File: src/rtl/div_sequencer.sv
// div_sequencer: multi-cycle RISC-V DIV/DIVU/REM/REMU unit using restoring radix-2 division.
// Stalls the front end while computing and strobes valid_o for one cycle in DONE.
module div_sequencer #(
    parameter bit FAST_SPECIAL = 1'b1
) (
    input  logic        clk,
    input  logic        rst_n,
    input  logic        start_i,
    input  logic [2:0]  funct3_i,
    input  logic [31:0] dividend_i,
    input  logic [31:0] divisor_i,
    input  logic        flush_i,
    output logic        stall_o,
    output logic        busy_o,
    output logic        valid_o,
    output logic [31:0] result_o
);
    typedef enum logic [1:0] {IDLE, CALC, DONE} state_t;

    state_t      state_q, state_d;
    logic [4:0]  cnt_q, cnt_d;
    logic [31:0] rem_q, rem_d, quo_q, quo_d, dvs_q, dvs_d, result_q, result_d;
    logic        op_rem_q, op_rem_d, neg_q_q, neg_q_d, neg_r_q, neg_r_d, valid_q, valid_d;
    logic        accept, is_signed, div0, ovf, ge;
    logic [31:0] a_abs, b_abs, rem_nx, quo_nx, spec_res;
    logic [32:0] r_sh, diff;

    always_comb begin
        accept    = rst_n && state_q == IDLE && start_i && funct3_i[2] && !flush_i;
        is_signed = !funct3_i[0];
        div0      = divisor_i == '0;
        ovf       = is_signed && dividend_i == 32'h8000_0000 && divisor_i == 32'hFFFF_FFFF;
        a_abs     = (is_signed && dividend_i[31]) ? -dividend_i : dividend_i;
        b_abs     = (is_signed && divisor_i[31]) ? -divisor_i : divisor_i;
        spec_res  = funct3_i[1] ? (div0 ? dividend_i : 32'h0) : (div0 ? 32'hFFFF_FFFF : 32'h8000_0000);
        // One restoring step: shift the next dividend bit in, subtract if it fits.
        r_sh      = {rem_q, quo_q[31]};
        diff      = r_sh - {1'b0, dvs_q};
        ge        = !diff[32];
        rem_nx    = ge ? diff[31:0] : r_sh[31:0];
        quo_nx    = {quo_q[30:0], ge};
        state_d   = state_q;
        cnt_d     = cnt_q;
        rem_d     = rem_q;
        quo_d     = quo_q;
        dvs_d     = dvs_q;
        op_rem_d  = op_rem_q;
        neg_q_d   = neg_q_q;
        neg_r_d   = neg_r_q;
        result_d  = result_q;
        valid_d   = 1'b0;
        if (state_q == IDLE) begin
            if (accept) begin
                op_rem_d = funct3_i[1];
                // Divide-by-zero keeps the all-ones quotient unsigned-looking.
                neg_q_d  = is_signed && (dividend_i[31] ^ divisor_i[31]) && !div0;
                neg_r_d  = is_signed && dividend_i[31];
                rem_d    = '0;
                quo_d    = a_abs;
                dvs_d    = b_abs;
                cnt_d    = '0;
                if (FAST_SPECIAL && (div0 || ovf)) begin
                    state_d  = DONE;
                    valid_d  = 1'b1;
                    result_d = spec_res;
                end else begin
                    state_d = CALC;
                end
            end
        end else if (state_q == CALC) begin
            if (flush_i) begin
                state_d = IDLE;
            end else begin
                rem_d = rem_nx;
                quo_d = quo_nx;
                cnt_d = cnt_q + 5'd1;
                if (cnt_q == 5'd31) begin
                    state_d  = DONE;
                    valid_d  = 1'b1;
                    result_d = op_rem_q ? (neg_r_q ? -rem_nx : rem_nx) : (neg_q_q ? -quo_nx : quo_nx);
                end
            end
        end else begin
            state_d = IDLE;
        end
    end

    always_ff @(posedge clk or negedge rst_n) begin
        if (!rst_n) begin
            state_q  <= IDLE;
            cnt_q    <= '0;
            rem_q    <= '0;
            quo_q    <= '0;
            dvs_q    <= '0;
            op_rem_q <= 1'b0;
            neg_q_q  <= 1'b0;
            neg_r_q  <= 1'b0;
            valid_q  <= 1'b0;
            result_q <= '0;
        end else begin
            state_q  <= state_d;
            cnt_q    <= cnt_d;
            rem_q    <= rem_d;
            quo_q    <= quo_d;
            dvs_q    <= dvs_d;
            op_rem_q <= op_rem_d;
            neg_q_q  <= neg_q_d;
            neg_r_q  <= neg_r_d;
            valid_q  <= valid_d;
            result_q <= result_d;
        end
    end

    assign stall_o  = accept || state_q == CALC;
    assign busy_o   = state_q != IDLE;
    assign valid_o  = valid_q;
    assign result_o = result_q;
endmodule

File: config.mk
export PLATFORM = sky130hd
export DESIGN_NAME = div_sequencer
export DESIGN_NICKNAME = d
export VERILOG_FILES = /design/src/rtl/div_sequencer.sv
export SDC_FILE = /design/constraint.sdc
export NUM_CORES = 1
export LEC_CHECK = 0
export ABC_CLOCK_PERIOD_IN_PS = 9750
export CAP_MARGIN = 20
export CORE_AREA = 5 5 204 206
export CTS_CLUSTER_DIAMETER = 120
export DETAILED_ROUTE_END_ITERATION = 6
export DIE_AREA = 0 0 209 211
export SLEW_MARGIN = 10
export SYNTH_ARGS = -nofsm -noshare
export SYNTH_HDL_FRONTEND = slang
export SYNTH_SLANG_ARGS = --single-unit
File: constraint.sdc
create_clock -name clk -period 9.75 [get_ports clk]
set_input_delay 0.975 -clock clk [delete_from_list [all_inputs] [get_ports clk]]
set_output_delay 0.975 -clock clk [all_outputs]
set_load 0.01 [all_outputs]
== After elaboration in Yosys (flattened, before gate mapping) ==
Cells that the tools add are included.
Word-level totals
  flip-flop bits (word level): 139
  word-level logic and storage cells: 89
  output and inout bits: 35
Operators by class
  $add $sub $neg: 6
  bitwise gates (word level): 1
  reduce and logical (&&, ||, !) cells: 25
  muxes and demuxes: 39
  eq/ne operators: 8
Operators by type and width (number)
  $mux W32: 22
  $neg A32 Y32: 4
  $eq A32 B32 Y1 const B: 2
  $sub A33 B32 Y33: 1
  $logic_not A32 Y1: 1
  $mux W31: 1
  $mux W5: 4
  $mux W2: 6
  $logic_and A1 B1 Y1: 10
  $mux W1: 6
  $reduce_bool A2 Y1: 3
  $add A5 B1 Y5 const B: 1
  $eq A5 B5 Y1 const B: 1
  $reduce_and A5 Y1: 1
  $logic_not A1 Y1: 4
  $ne A2 B1 Y1 const B: 2
  $ne A4 B3 Y1 const B: 1
  $reduce_and A2 Y1: 2
  $reduce_and A3 Y1: 1
  $eq A2 B1 Y1 const B: 1
  $logic_not A2 Y1: 1
  $logic_or A1 B1 Y1: 2
  $ne A2 B2 Y1 const B: 1
  $xor A1 B1 Y1: 1

== Longest topological paths before layout ==
  word-level depth: 9
  mapped depth: 26

== Worst setup path after synthesis ==
OpenSTA, ideal clock, no wires.
  path kind: reg-to-reg
  from: register quo_q[31]
  to: register result_q[14], in the netlist result_o[14]
  period minus slack after synthesis: 5.379 ns
  path slack: 4.371 ns
  stages on the path, launching flop included: 26
  data arrival time: 5.254 ns
  required time: 9.625 ns
  setup time: 0.125 ns
  path through: dfrtp_1 > inv_1 > ha_1 > inv_1 > fa_1 > a211oi_2 > o211ai_2 > a41oi_4 > a2111oi_4 > nor3_2 > nor2_4 > inv_2 > clkbuf_1 > clkbuf_1 > nor2_1 > a21oi_1 > ha_1 > and2_1 > o2111ai_1 > a211oi_1 > o21ai_0 > mux2_2 > or3b_1 > a21oi_1 > o31ai_1 > mux2_2
On the way
  word-level cells in the longest chain between the ends: 9
  elaborated cells on any way between the ends: 12
RTL lines
  start: declaration: RTL line 22  | logic [31:0] rem_q, rem_d, quo_q, quo_d, dvs_q, dvs_d, result_q, result_d;
  start signal: assignment: RTL line 104  | quo_q <= quo_d;
  $sub A33 B32 Y33: RTL line 38  | diff = r_sh - {1'b0, dvs_q};
  $mux W32 or $logic_not A1 Y1 (tied branches): RTL line 40, 39
  $neg A32 Y32: RTL line 80  | result_d = op_rem_q ? (neg_r_q ? -rem_nx : rem_nx) : (neg_q_q ? -quo_nx : quo_nx);
  $mux W32: RTL line 80
  $mux W32 *: RTL line 80
  $mux W32 *: RTL line 77  | if (cnt_q == 5'd31) begin
  $mux W32 *: RTL line 71  | if (flush_i) begin
  $mux W32 *: RTL line 70  | end else if (state_q == CALC) begin
  $mux W32 *: RTL line 52  | if (state_q == IDLE) begin
  end signal: assignment: RTL line 110  | result_q <= result_d;
  end: declaration: RTL line 22
Mark *: on every way between the ends. The rest lies on a longest branch, timed or not. The select of a mux whose other input is x is not followed.
A chain may end at the register's enable or synchronous reset.

== Worst setup path after layout ==
  from: register rem_q[3]
  to: register result_q[14], in the netlist result_o[14]
On the way
  word-level cells in the longest chain between the ends: 9
  elaborated cells on any way between the ends: 12
RTL lines
  start: declaration: RTL line 22
  start signal: assignment: RTL line 103  | rem_q <= rem_d;
  $sub A33 B32 Y33: RTL line 38
  $mux W32 or $logic_not A1 Y1 (tied branches): RTL line 40, 39
  $neg A32 Y32: RTL line 80
  $mux W32: RTL line 80
  $mux W32 *: RTL line 80
  $mux W32 *: RTL line 77
  $mux W32 *: RTL line 71
  $mux W32 *: RTL line 70
  $mux W32 *: RTL line 52
Marked as above.

==> results.toml <==
[run_status]
status = "completed"

[grt]
antenna_found_initial = 0
grt_util_met3_pct = 2.35
grt_pass1_vias = 11400
track_usage_pct = 18.0
met2_usage_pct = 32.1
busiest_layer = "met2"
grt.overflow.total = 0
grt_max_degree = 102
grt_use_met1_pct = 22.3
grt_pass1_wl_mm = 64.3

[worst_hold_path]
whs_path_depth = 2
hp-class = "reg -> reg"

[placement]
dpl_worst_slack_ns = 3.69
portBuffers = 105
dpl.cell_count = 2074
dpl.hpwl_mm = 30.5
gp_congestion = 0.946

[final_layout]
seq_area_um2 = 3480
fillers = 4183
instances_no_fill = 2107
antenna_cells = 0
layout_commonest_cell = "o21ai_0"
syn_to_final_growth_pct = 17.8
multi_input_area_um2 = 7720
layout-drive-gt1-share_pct = 5.69
mostFrequentLayoutCells = "o21ai_0, nand2_1, nor2_1"
fin_nets = 1680

[sta]
slew-limit-headroom_pct = 28.1
clock_skew_ns = 0.0201
fin_crit_sh_pct = 63.3
rsz0062_at_grt = "no"
slew_viol_final = 0
finalSetupViolCount = 0
whs_ns = 0.481
setup_slack_ns = 3.58
hold_violations = 0
period_minus_slack_ns = 6.17
fmax_mhz = 162
setup_tns_ns = 0
worstMarginPinSlew_ns = 1.08

[cts]
cts.path.max_buffers = 2
postCtsSetupRepairBufs = 0
cts_tree = "done"
holdBufCountCts = 0
clock_latency_ns = 0.46
numClockSinks = 139
numCtsBuffers = 17
clk_pin_slew_ns = 0.07
cts-root-buf = "clkbuf_16"
htree_levels = 4
cts_resized = 0

[critical_path]
rr_worst_depth = 20
critPathRequiredTime_ns = 10.09
startpoint_type = "register"
crit_fanout = 45
worstPathArrival_ns = 6.51
crit_type = "reg -> reg"
worst_path_max_delay_cell = "ha_1"
reg2reg_setup_slack_ns = 3.58
slowest_delay_ns = 0.48
path_cells = "ha_1, o211ai_2, o211ai_2, a41oi_4, a2111oi_4, o21a_2, nor2_4, inv_2, buf_4, mux2i_1, ha_1, and2_1, o2111ai_1, a211oi_1, o21ai_0, mux2_2, or3b_1, a21oi_1, o31ai_1, mux2_2"
endpoint_kind = "register"

[yosys]
synthCells = 1513
yosysWarnings = 0
ys_types = 87
synth_seq_area_share_pct = 29.6
syn-num-nets = 1624
synth_edf_count = 0
ys_seq_elements = 139
syn_area_um2 = 11700
ys.flop_type = "dfrtp_1"
async_flop_share_pct = 100
syn_area_per_cell_um2 = 7.76

[power]
p_leak_nw = 5.44
ir_drop_mv = 0.196
finalPower_mw = 3.80
power_density_nw_per_um2 = 275

[detailed_routing]
vias_per_cell = 5.52
dr.pass1.iters = 7
dr_total_vias = 11600
final_antenna_net_count = 0
drt_iter0_drc = 995
wl_per_cell_um = 19.3
finalWirelength_mm = 40.7
drc = 0

[floorplanning]
die-area_um2 = 44100
die_w_um = 209
initial_core_util_pct = 29.8
die_h_um = 211
coreArea_um2 = 39500
num_rows = 73
io_pins = 106

[flow_run]
max_cap_violations = 0
==> worst max-delay path, delay by kind of cell, from the launching register on <==
kind / cells / cell delay, ns
AO/OA/AOI/OAI: 10 / 2.76
multiplexers: 3 / 0.99
adder cells (fa/ha/maj): 2 / 0.78
AND/OR/NAND/NOR: 3 / 0.63
flip-flops: 1 / 0.45
buffers and inverters: 2 / 0.44
==> state kept, by name, summed over array words and instances (netlist names) <==
signal / cells
dvs_q: 32
quo_q: 32
rem_q: 32
result_o: 32
cnt_q: 5
state_q: 2
neg_q_q: 1
neg_r_q: 1
op_rem_q: 1
valid_o: 1
==> report_power, final <==
group          total (mW)  leakage, nW  internal (mW)  switching [mW]
Combinational        2.29         3.31          0.850            1.44
Sequential          0.834         1.84          0.688           0.146
Clock               0.679        0.296          0.367           0.312
Total                3.80         5.44           1.91            1.89
==> cells by family after synthesis <==
group | after synthesis | synth area share (%)
compound gates | 532 | 28.5
xor+xnor | 127 | 9.47
fa+ha+maj | 40 | 4.33
buf+inv | 139 | 4.78
flops | 139 | 29.6
mux | 30 | 2.62
simple gates | 506 | 20.7
==> stage by stage <==
stage	instance area (µm²)	util, %
after CTS	13800	35.0
after global placement	13200	33.5
after detailed placement	13200	33.5
after global routing	13800	35.1
after floorplan	11700	-
final	13800	35.1
==> routing by layer <==
layer	vias up	share of wire, %
met1	5595	42
met4	0	3.6
met2	320	51
met5	-	0
li1	5629	-
met3	80	4.3
==> synth_stat cells (5+ instances only) <==
master | number | area [µm²]
o2111ai_1 | 7 | 61.3
dfrtp_1 | 139 | 3480
a21oi_1 | 124 | 621
buf_2 | 17 | 85.1
a221o_1 | 7 | 70.1
nor3b_1 | 5 | 37.5
nor4_1 | 16 | 100
and2_1 | 5 | 31.3
o41ai_1 | 10 | 87.6
o211ai_1 | 18 | 135
or2_2 | 5 | 31.3
a211oi_1 | 16 | 120
nor2_1 | 144 | 541
ha_1 | 39 | 488
buf_1 | 5 | 18.8
or4_1 | 10 | 75.1
nand3_1 | 15 | 75.1
a22o_1 | 6 | 52.6
nand2_1 | 183 | 687
o21a_1 | 9 | 67.6
inv_1 | 52 | 195
nand4_1 | 20 | 125
nor2b_1 | 6 | 37.5
o21ai_1 | 5 | 25.0
o21ai_0 | 210 | 1050
a21o_1 | 9 | 67.6
or3_1 | 25 | 156
clkbuf_1 | 58 | 218
and3_1 | 7 | 43.8
xor2_1 | 52 | 455
nor3_1 | 25 | 125
nand2b_1 | 11 | 68.8
o31a_1 | 8 | 70.1
mux2_2 | 6 | 67.6
o22a_1 | 5 | 43.8
mux2i_1 | 24 | 240
xnor2_1 | 75 | 657
a31oi_1 | 20 | 125
o31ai_1 | 23 | 173
==> final cells by class <==
type | instances | area share (%)
multi-input combinational | 1235 | 55.8
sequential | 139 | 25.1
timing repair buffer | 120 | 8.48
tap | 525 | 4.75
clock buffer | 17 | 3.08
inverter | 56 | 1.52
clock inverter | 15 | 1.25
==> worst paths after layout <==
check                                      from                        to
setup / recovery           rem_q[3]$_DFFE_PN0P_  result_o[14]$_DFFE_PN0P_
hold / removal             dvs_q[8]$_DFFE_PN0P_      dvs_q[8]$_DFFE_PN0P_
setup reg to reg           rem_q[3]$_DFFE_PN0P_  result_o[14]$_DFFE_PN0P_
hold reg to reg            dvs_q[8]$_DFFE_PN0P_      dvs_q[8]$_DFFE_PN0P_
max in group asynchronous                 rst_n    state_q[1]$_DFFE_PN0P_
min in group asynchronous                 rst_n     quo_q[23]$_DFFE_PN0P_
Power figures use the tool's default switching activity.
